--- src/rtl/num_text_responder.sv ---
`default_nettype none
// ============================================================================
// Module   : num_text_responder
// Purpose  : Loads a 14-bit binary value, converts it to four decimal glyph
//            codes by sequential double-dabble, and serves registered 8-pixel
//            glyph rows to a character-cell drawing stage.
// Ports    : clk          rising-edge system clock
//            rst          asynchronous, active-low reset
//            value        unsigned number to display
//            value_valid  value presented for loading
//            value_ready  block can accept a new value (IDLE only)
//            char_xy      character address, [7:4] row, [3:0] column
//            char_line    glyph row 0..15 within the character
//            char_pixel   glyph row bitmap, bit 7 leftmost, 1-clock latency
// Revision : 1.0 - initial release
// ============================================================================
module num_text_responder #(
   parameter logic [3:0] ROW        = 4'd0,
   parameter logic [3:0] COL0       = 4'd0,
   parameter logic       LEAD_BLANK = 1'b1
) (
   input  logic        clk,
   input  logic        rst,
   input  logic [13:0] value,
   input  logic        value_valid,
   output logic        value_ready,
   input  logic [7:0]  char_xy,
   input  logic [3:0]  char_line,
   output logic [7:0]  char_pixel
);

   localparam logic [3:0] CODE_BLANK = 4'd10;
   localparam logic [3:0] CODE_DASH  = 4'd11;

   typedef enum logic [1:0] {
      IDLE   = 2'd0,
      SHIFT  = 2'd1,
      COMMIT = 2'd2
   } state_t;

   state_t      state, state_next;
   logic [13:0] bin;
   logic [15:0] bcd;
   logic [15:0] bcd_adj;
   logic [3:0]  iter;
   logic        over;
   logic        accept;
   logic [3:0]  dig         [4];   // index 0 = most-significant digit
   logic [3:0]  commit_code [4];

   // ---------------- control FSM ----------------
   always_ff @(posedge clk or negedge rst) begin
      if (!rst) state <= IDLE;
      else      state <= state_next;
   end

   always_comb begin
      state_next  = state;
      value_ready = 1'b0;
      case (state)
         IDLE: begin
            value_ready = 1'b1;
            if (value_valid) state_next = SHIFT;
         end
         SHIFT:   if (iter == 4'd13) state_next = COMMIT;
         COMMIT:  state_next = IDLE;
         default: state_next = IDLE;
      endcase
   end

   assign accept = (state == IDLE) && value_valid;

   // ---------------- double-dabble datapath ----------------
   always_comb begin
      bcd_adj = bcd;
      for (int n = 0; n < 4; n++) begin
         if (bcd[4*n +: 4] >= 4'd5) bcd_adj[4*n +: 4] = bcd[4*n +: 4] + 4'd3;
      end
   end

   always_ff @(posedge clk or negedge rst) begin
      if (!rst) begin
         bin  <= '0;
         bcd  <= '0;
         iter <= '0;
         over <= 1'b0;
      end else if (accept) begin
         bin  <= value;
         bcd  <= '0;
         iter <= '0;
         over <= (value > 14'd9999);
      end else if (state == SHIFT) begin
         bcd  <= {bcd_adj[14:0], bin[13]};
         bin  <= {bin[12:0], 1'b0};
         // Last increment is 13->14; the counter is frozen outside SHIFT.
         iter <= iter + 4'd1;
      end
   end

   // Leading-zero blanking propagates from the MSD down; the LSD is never blanked.
   always_comb begin
      logic z0, z1, z2;
      z0 = LEAD_BLANK && (bcd[15:12] == 4'd0);
      z1 = z0 && (bcd[11:8] == 4'd0);
      z2 = z1 && (bcd[7:4] == 4'd0);
      commit_code[0] = z0 ? CODE_BLANK : bcd[15:12];
      commit_code[1] = z1 ? CODE_BLANK : bcd[11:8];
      commit_code[2] = z2 ? CODE_BLANK : bcd[7:4];
      commit_code[3] = bcd[3:0];
      if (over) begin
         for (int i = 0; i < 4; i++) commit_code[i] = CODE_DASH;
      end
   end

   always_ff @(posedge clk or negedge rst) begin
      if (!rst) begin
         for (int i = 0; i < 4; i++) dig[i] <= CODE_BLANK;
      end else if (state == COMMIT) begin
         for (int i = 0; i < 4; i++) dig[i] <= commit_code[i];
      end
   end

   // ---------------- glyph lookup ----------------
   logic [4:0]   col5;
   logic [4:0]   col_lo;
   logic [4:0]   col_hi;
   logic [1:0]   sel_idx;
   logic         in_range;
   logic [3:0]   sel_code;
   logic [127:0] glyph;       // line 0 in the top byte

   // 5-bit column bounds so COL0+3 past 15 cannot alias onto low columns.
   assign col5     = {1'b0, char_xy[3:0]};
   assign col_lo   = {1'b0, COL0};
   assign col_hi   = {1'b0, COL0} + 5'd3;
   assign in_range = (char_xy[7:4] == ROW) && (col5 >= col_lo) && (col5 <= col_hi);
   assign sel_idx  = char_xy[1:0] - COL0[1:0];
   assign sel_code = in_range ? dig[sel_idx] : CODE_BLANK;

   // Digit rows are the font_rom entries for ASCII '0'..'9'.
   always_comb begin
      glyph = '0;
      case (sel_code)
         4'd0:    glyph = 128'h0000_7CC6_C6CE_DEF6_E6C6_C67C_0000_0000;
         4'd1:    glyph = 128'h0000_1838_7818_1818_1818_187E_0000_0000;
         4'd2:    glyph = 128'h0000_7CC6_060C_1830_60C0_C6FE_0000_0000;
         4'd3:    glyph = 128'h0000_7CC6_0606_3C06_0606_C67C_0000_0000;
         4'd4:    glyph = 128'h0000_0C1C_3C6C_CCFE_0C0C_0C1E_0000_0000;
         4'd5:    glyph = 128'h0000_FEC0_C0C0_FC06_0606_C67C_0000_0000;
         4'd6:    glyph = 128'h0000_3860_C0C0_FCC6_C6C6_C67C_0000_0000;
         4'd7:    glyph = 128'h0000_FEC6_0606_0C18_3030_3030_0000_0000;
         4'd8:    glyph = 128'h0000_7CC6_C6C6_7CC6_C6C6_C67C_0000_0000;
         4'd9:    glyph = 128'h0000_7CC6_C6C6_7E06_0606_0C78_0000_0000;
         4'd11:   glyph = 128'h0000_0000_0000_007E_7E00_0000_0000_0000;
         default: glyph = '0;
      endcase
   end

   // Line n sits at bit offset 8*(15-n); for 4-bit n, 15-n equals ~n.
   always_ff @(posedge clk or negedge rst) begin
      if (!rst) char_pixel <= 8'h00;
      else      char_pixel <= glyph[{~char_line, 3'b000} +: 8];
   end

endmodule
`default_nettype wire

--- config.mk ---
export PLATFORM = sky130hd
export DESIGN_NAME = num_text_responder
export DESIGN_NICKNAME = d
export VERILOG_FILES = /design/src/rtl/num_text_responder.sv
export SDC_FILE = /design/constraint.sdc
export NUM_CORES = 1
export LEC_CHECK = 0
export CORE_MARGIN = 2
export CORE_UTILIZATION = 40
export CTS_CLUSTER_SIZE = 40
export DETAILED_ROUTE_END_ITERATION = 10
export PLACE_DENSITY = 0.56
export SLEW_MARGIN = 20
export SYNTH_ARGS = -nofsm -noshare
export SYNTH_HDL_FRONTEND = slang
export SYNTH_SLANG_ARGS = --single-unit
--- constraint.sdc ---
create_clock -name clk -period 3.35 [get_ports clk]
set_input_delay 0.67 -clock clk [delete_from_list [all_inputs] [get_ports clk]]
set_output_delay 0.67 -clock clk [all_outputs]
set_load 0.02 [all_outputs]
Yosys cells after proc, flatten, opt, wreduce, memory -nomap -nowiden
Memory sizes are Yosys's and may differ from the RTL's. Cells that the tools add are included.

Bits in writable memories: 0. ROM bits: 1120. Memories: 1. Word-level logic and storage cells: 66. Output and inout port bits: 9. Bits in latches: 0. Register bits after elaboration: 61. Input bits: 29.

$mul: 0. Multiplexer cells: 22. Order comparisons: 8. Bitwise operators: 2. Equal/unequal tests: 5. Shifts and indexed selects: 1. $add $sub $neg: 5. Divide/modulo/power cells: 0. Reduce and logical (&&, ||, !) cells: 12.

Memory list: (no name shown) (words 16, bits a word 70, read ports 1, clocked after memory_dff 0, wr ports 0, RTL line 143) `case (sel_code)`.

Operators by type and width (count): $shiftx A128 B8 Y8 (1); $mux W16 (3); $mux W4 (11); $mux W14 (2); $ge A4 B3 Y1 const B (4); $logic_not A4 Y1 (4); $gt A14 B14 Y1 const B (1); $add A4 B2 Y4 const B (3); $bmux W4 S2 (1); $logic_and A1 B1 Y1 (5); $add A4 B1 Y4 const B (1); $eq A4 B4 Y1 const B (1); $ge A4 B1 Y1 const B (1); $le A4 B2 Y1 const B (1); $mux W2 (2); $ne A2 B2 Y1 const B (2); $not A4 Y4 (1); $pmux W2 S2 (1); $add A3 B2 Y3 const B (1); $ge A3 B3 Y1 const B (1); $mux W3 (1); $not A2 Y3 (1); $eq A2 B1 Y1 const B (1); $eq A2 B2 Y1 const B (1); other kinds (4) (4).

Longest topological paths before layout
An unclocked memory read counts as a cell.

Word-level depth: 7. Gate-level depth with buffers: 13. Mapped depth without buffers: 11.

Worst setup path after synthesis
Ideal clock, no wire load.

Kind: input-to-reg. Start: input char_xy[0]. End: register char_pixel[4]. Library setup time: 65 ps. Path slack: 133 ps. Data arrival time: 3152 ps. Cell stages on the path: 10. Cell sequence: buf_6 -> mux4_2 -> or3_1 -> ha_1 -> clkbuf_1 -> inv_1 -> and2_1 -> o41a_1 -> a31oi_1 -> a211o_1.

Longest elaborated chain between the ends: 7. Elaborated cells on any way between the ends: 11. Classes of those cells: order compare (2); shift (1); mux (4); bitwise (1); reduce/logical (2); memory (1).

Ends and longest elaborated chain: from (decl) (RTL line 27) `input logic [7:0] char_xy,`; branches (longest 4 deep; another with $ge A4 B1 Y1); $mux W4 (*) (RTL line 138) `assign sel_code = in_range ? dig[sel_idx] : CODE_BLANK;`; $mem_v2 Z16 W70 (*); $shiftx A128 B8 Y8 (*) (RTL line 162) `else char_pixel <= glyph[{~char_line, 3'b000} +: 8];`; to (signal assigned) (RTL line 162); to (decl) (RTL line 29) `output logic [7:0] char_pixel`.

Every way passes the cells marked *. The select of a mux whose other input is x is not followed. A chain may end at the register's enable or synchronous reset.

Final worst setup path
Start: input char_xy[0]. End: register char_pixel[2].

The elaborated chain is that of the path after synthesis.

==> metrics.cfg <==
[worst_setup_path]
cp-end-kind = register
crit_path_start_kind = input pin
crit_top_cell = o21ai_0
setup.worst_path.start = char_xy[0]
rr_startpoint = dig[1]$_DFFE_PN1N_
cp.arrival_ns = 3.41
critPathSlowestCell = mux4_2
slowest_delay_ns = 0.52
critical_path_class = in2reg
crit_chain = clkdlybuf4s50_1, mux4_2, or3_1, ha_1, inv_2, a41o_1, o21ai_0, and4_1, o21ai_0, o211ai_1
cp_max_fo = 6
crit_required_ns = 3.56

[clock_tree]
cts_sinks = 60
cts_hold_buf = 0
cts_tree = done
htree_num_levels = 3
cts-buffers-inserted = 9
cts_buffer_depth = 2
cts_root_buf = clkbuf_8
clk_pin_slew_ns = 0.07
post_cts_buffers = 0
insertion_delay_ns = 0.35
cts_resized = 0

[worst_hold_path]
hp-class = in2async

[routing]
via_count = 4228
first_pass_iters = 5
detail_route.wl_per_cell_um = 18.19
avgViaCountPerCell = 5.808
first_iter_violations = 417
drtAntennaViolNets = 0
drt_wl_total_um = 13240
route.detailed.drc = 0

[pwr]
max-vdd-ir-drop_uv = 430.7
power_density_mw_per_mm2 = 671.5
leakagePower_nw = 2.299

[outcome]
status = finished, final reports clean

[synth]
ys_seq_area_share_pct = 35.80
synth_cell_types = 63
yosys_warnings = 0
synth_ff_type = dfrtp_1
syn_avg_cell_area_sq_um = 8.278
syn_nets = 559
synth_edf_count = 0
synth_area_leaders = dfrtp_1, nand2_1, o21ai_0, ha_1, dfstp_2
synth_top_area_share_pct = 30.82
ys_seq_elements = 60
yosysTopAreaCell = dfrtp_1
ys_async_sr_fraction_pct = 100.0
synth_cells = 510
synth_area_sq_mm = 0.004222

[cells_and_area]
synthToLayoutAreaGrowth_pct = 25.67
fill_cells = 1022
final_cell_mix = nand2_1, buf_4, o21ai_0, dfrtp_1, clkdlybuf4s50_1
nets = 636
drive_gt1_share_pct = 17.91
antenna_cells = 0
layout_commonest_cell = nand2_1

[die]
ios = 38
rows = 37
die_h_um = 106.7
initial_core_util_pct = 41.08
core_area_sq_mm = 0.01028
die_w_um = 106.7
die_area_sq_mm = 0.01139

[timing]
fmax_mhz = 312.1
hold_violations = 0
setup_viol = 0
grt_setup_unrepaired = false
period_share_pct = 95.64
finClkSkew_ns = 0.01034
hold_slack_ns = 0.3170
drv_slew = 0
worst_pin_slew_ns = 0.9613
min_period_ns = 3.204
tns_ns = 0
slew_headroom_pct = 35.91

[global_routing]
grt_overflow = 0
grt_antenna_before_repair = 0
grt_use_total_pct = 24.80
grt_max_degree = 48
grt_pass1_vias = 4156
grt_first_pass_wirelength_um = 22050

[placed_design]
io_buffers = 36
gp_congestion = 0.9456
place.detailed.hpwl_um = 9686

[flow_run]
cap_violations = 0

==> flip-flops by register name, indices dropped and copies added (netlist names) <==
signal      cells
over            1
state           2
bin            14
iter            4
char_pixel      7
bcd            16
dig            16
==> area by class of cell <==
| type | instances | area [sq um] | area share [%] |
|---|---|---|---|
| Tap cell | 136 | 170.2 | 3.208 |
| Clock inverter | 6 | 71.32 | 1.344 |
| Multi-Input combinational cell | 399 | 2500 | 47.12 |
| Sequential cell | 60 | 1511 | 28.49 |
| Clock buffer | 10 | 137.6 | 2.594 |
| Inverter | 17 | 63.81 | 1.203 |
| Timing Repair Buffer | 100 | 850.8 | 16.04 |
==> per-stage QoR <==
step | worst slack [ns] | power, mW | area, sq um | instances | utilization (%)
after floorplan | 0.1334 | 2.295 | 4222 | 510 | -
after global placement | -0.2847 | 2.823 | 5087 | 712 | 49.50
after detailed placement | -0.2902 | 2.868 | 5087 | 712 | 49.50
after CTS | 0.07670 | 3.573 | 5296 | 728 | 51.53
after global routing | 0.004886 | 3.874 | 5305 | 728 | 51.62
final | 0.1462 | 3.563 | 5305 | 728 | 51.62
==> worst max-delay path, delay by kind of cell <==
family	cells	cell delay, ns
buffers and inverters	2	0.66
AO/OA/AOI/OAI	4	0.61
AND/OR/NAND/NOR	2	0.58
multiplexers	1	0.52
adder cells (fa/ha/maj)	1	0.37
==> where the power goes <==
group / leakage (nW) / internal (mW) / switching, mW
Sequential: 0.738 / 1.01 / 0.256
Combinational: 1.46 / 0.691 / 0.917
Clock: 0.0995 / 0.370 / 0.323
==> metal layers <==
metal	GRT usage (%)	share of wire, %	up-vias
met5	0	0	-
met4	10.02	2.5	0
met3	4.559	7.6	32
met2	36.62	44	178
met1	35.78	46	2001
li1	-	-	2017
==> cell families after synthesis <==
family          after synthesis  share of synthesized area [%]
fa+ha+maj                    20                          5.928
xor+xnor                      5                          1.037
simple gates                190                          21.31
flops                        60                          35.80
mux                          14                          4.594
compound gates              169                          26.11
buf+inv                      51                          5.127
other cells                   1                        0.08883
==> cells in the mapped netlist, types with 8 or more instances <==
library cell,instances
o21ai_0,52
ha_1,20
nor2_1,29
nand2_1,81
nand2b_1,20
a22oi_1,13
dfrtp_1,52
o31ai_1,9
nand3_1,23
nor3_1,8
dfstp_2,8
a21oi_1,33
a31oi_1,11
inv_1,17
clkbuf_1,23
==> worst paths after layout <==
path,to,slack (ns),cells after the start
max in group asynchronous,dig[9]$_DFFE_PN1N_,2.39,2
setup / recovery,char_pixel[2]$_DFF_PN0_,0.15,10
setup reg to reg,char_pixel[2]$_DFF_PN0_,0.65,9
min in group clk,bin[13]$_DFFE_PN0P_,0.48,2
hold / removal,bcd[10]$_DFFE_PN0P_,0.32,1
hold reg to reg,bin[13]$_DFFE_PN0P_,0.48,2
Power figures use the tool's default switching activity.
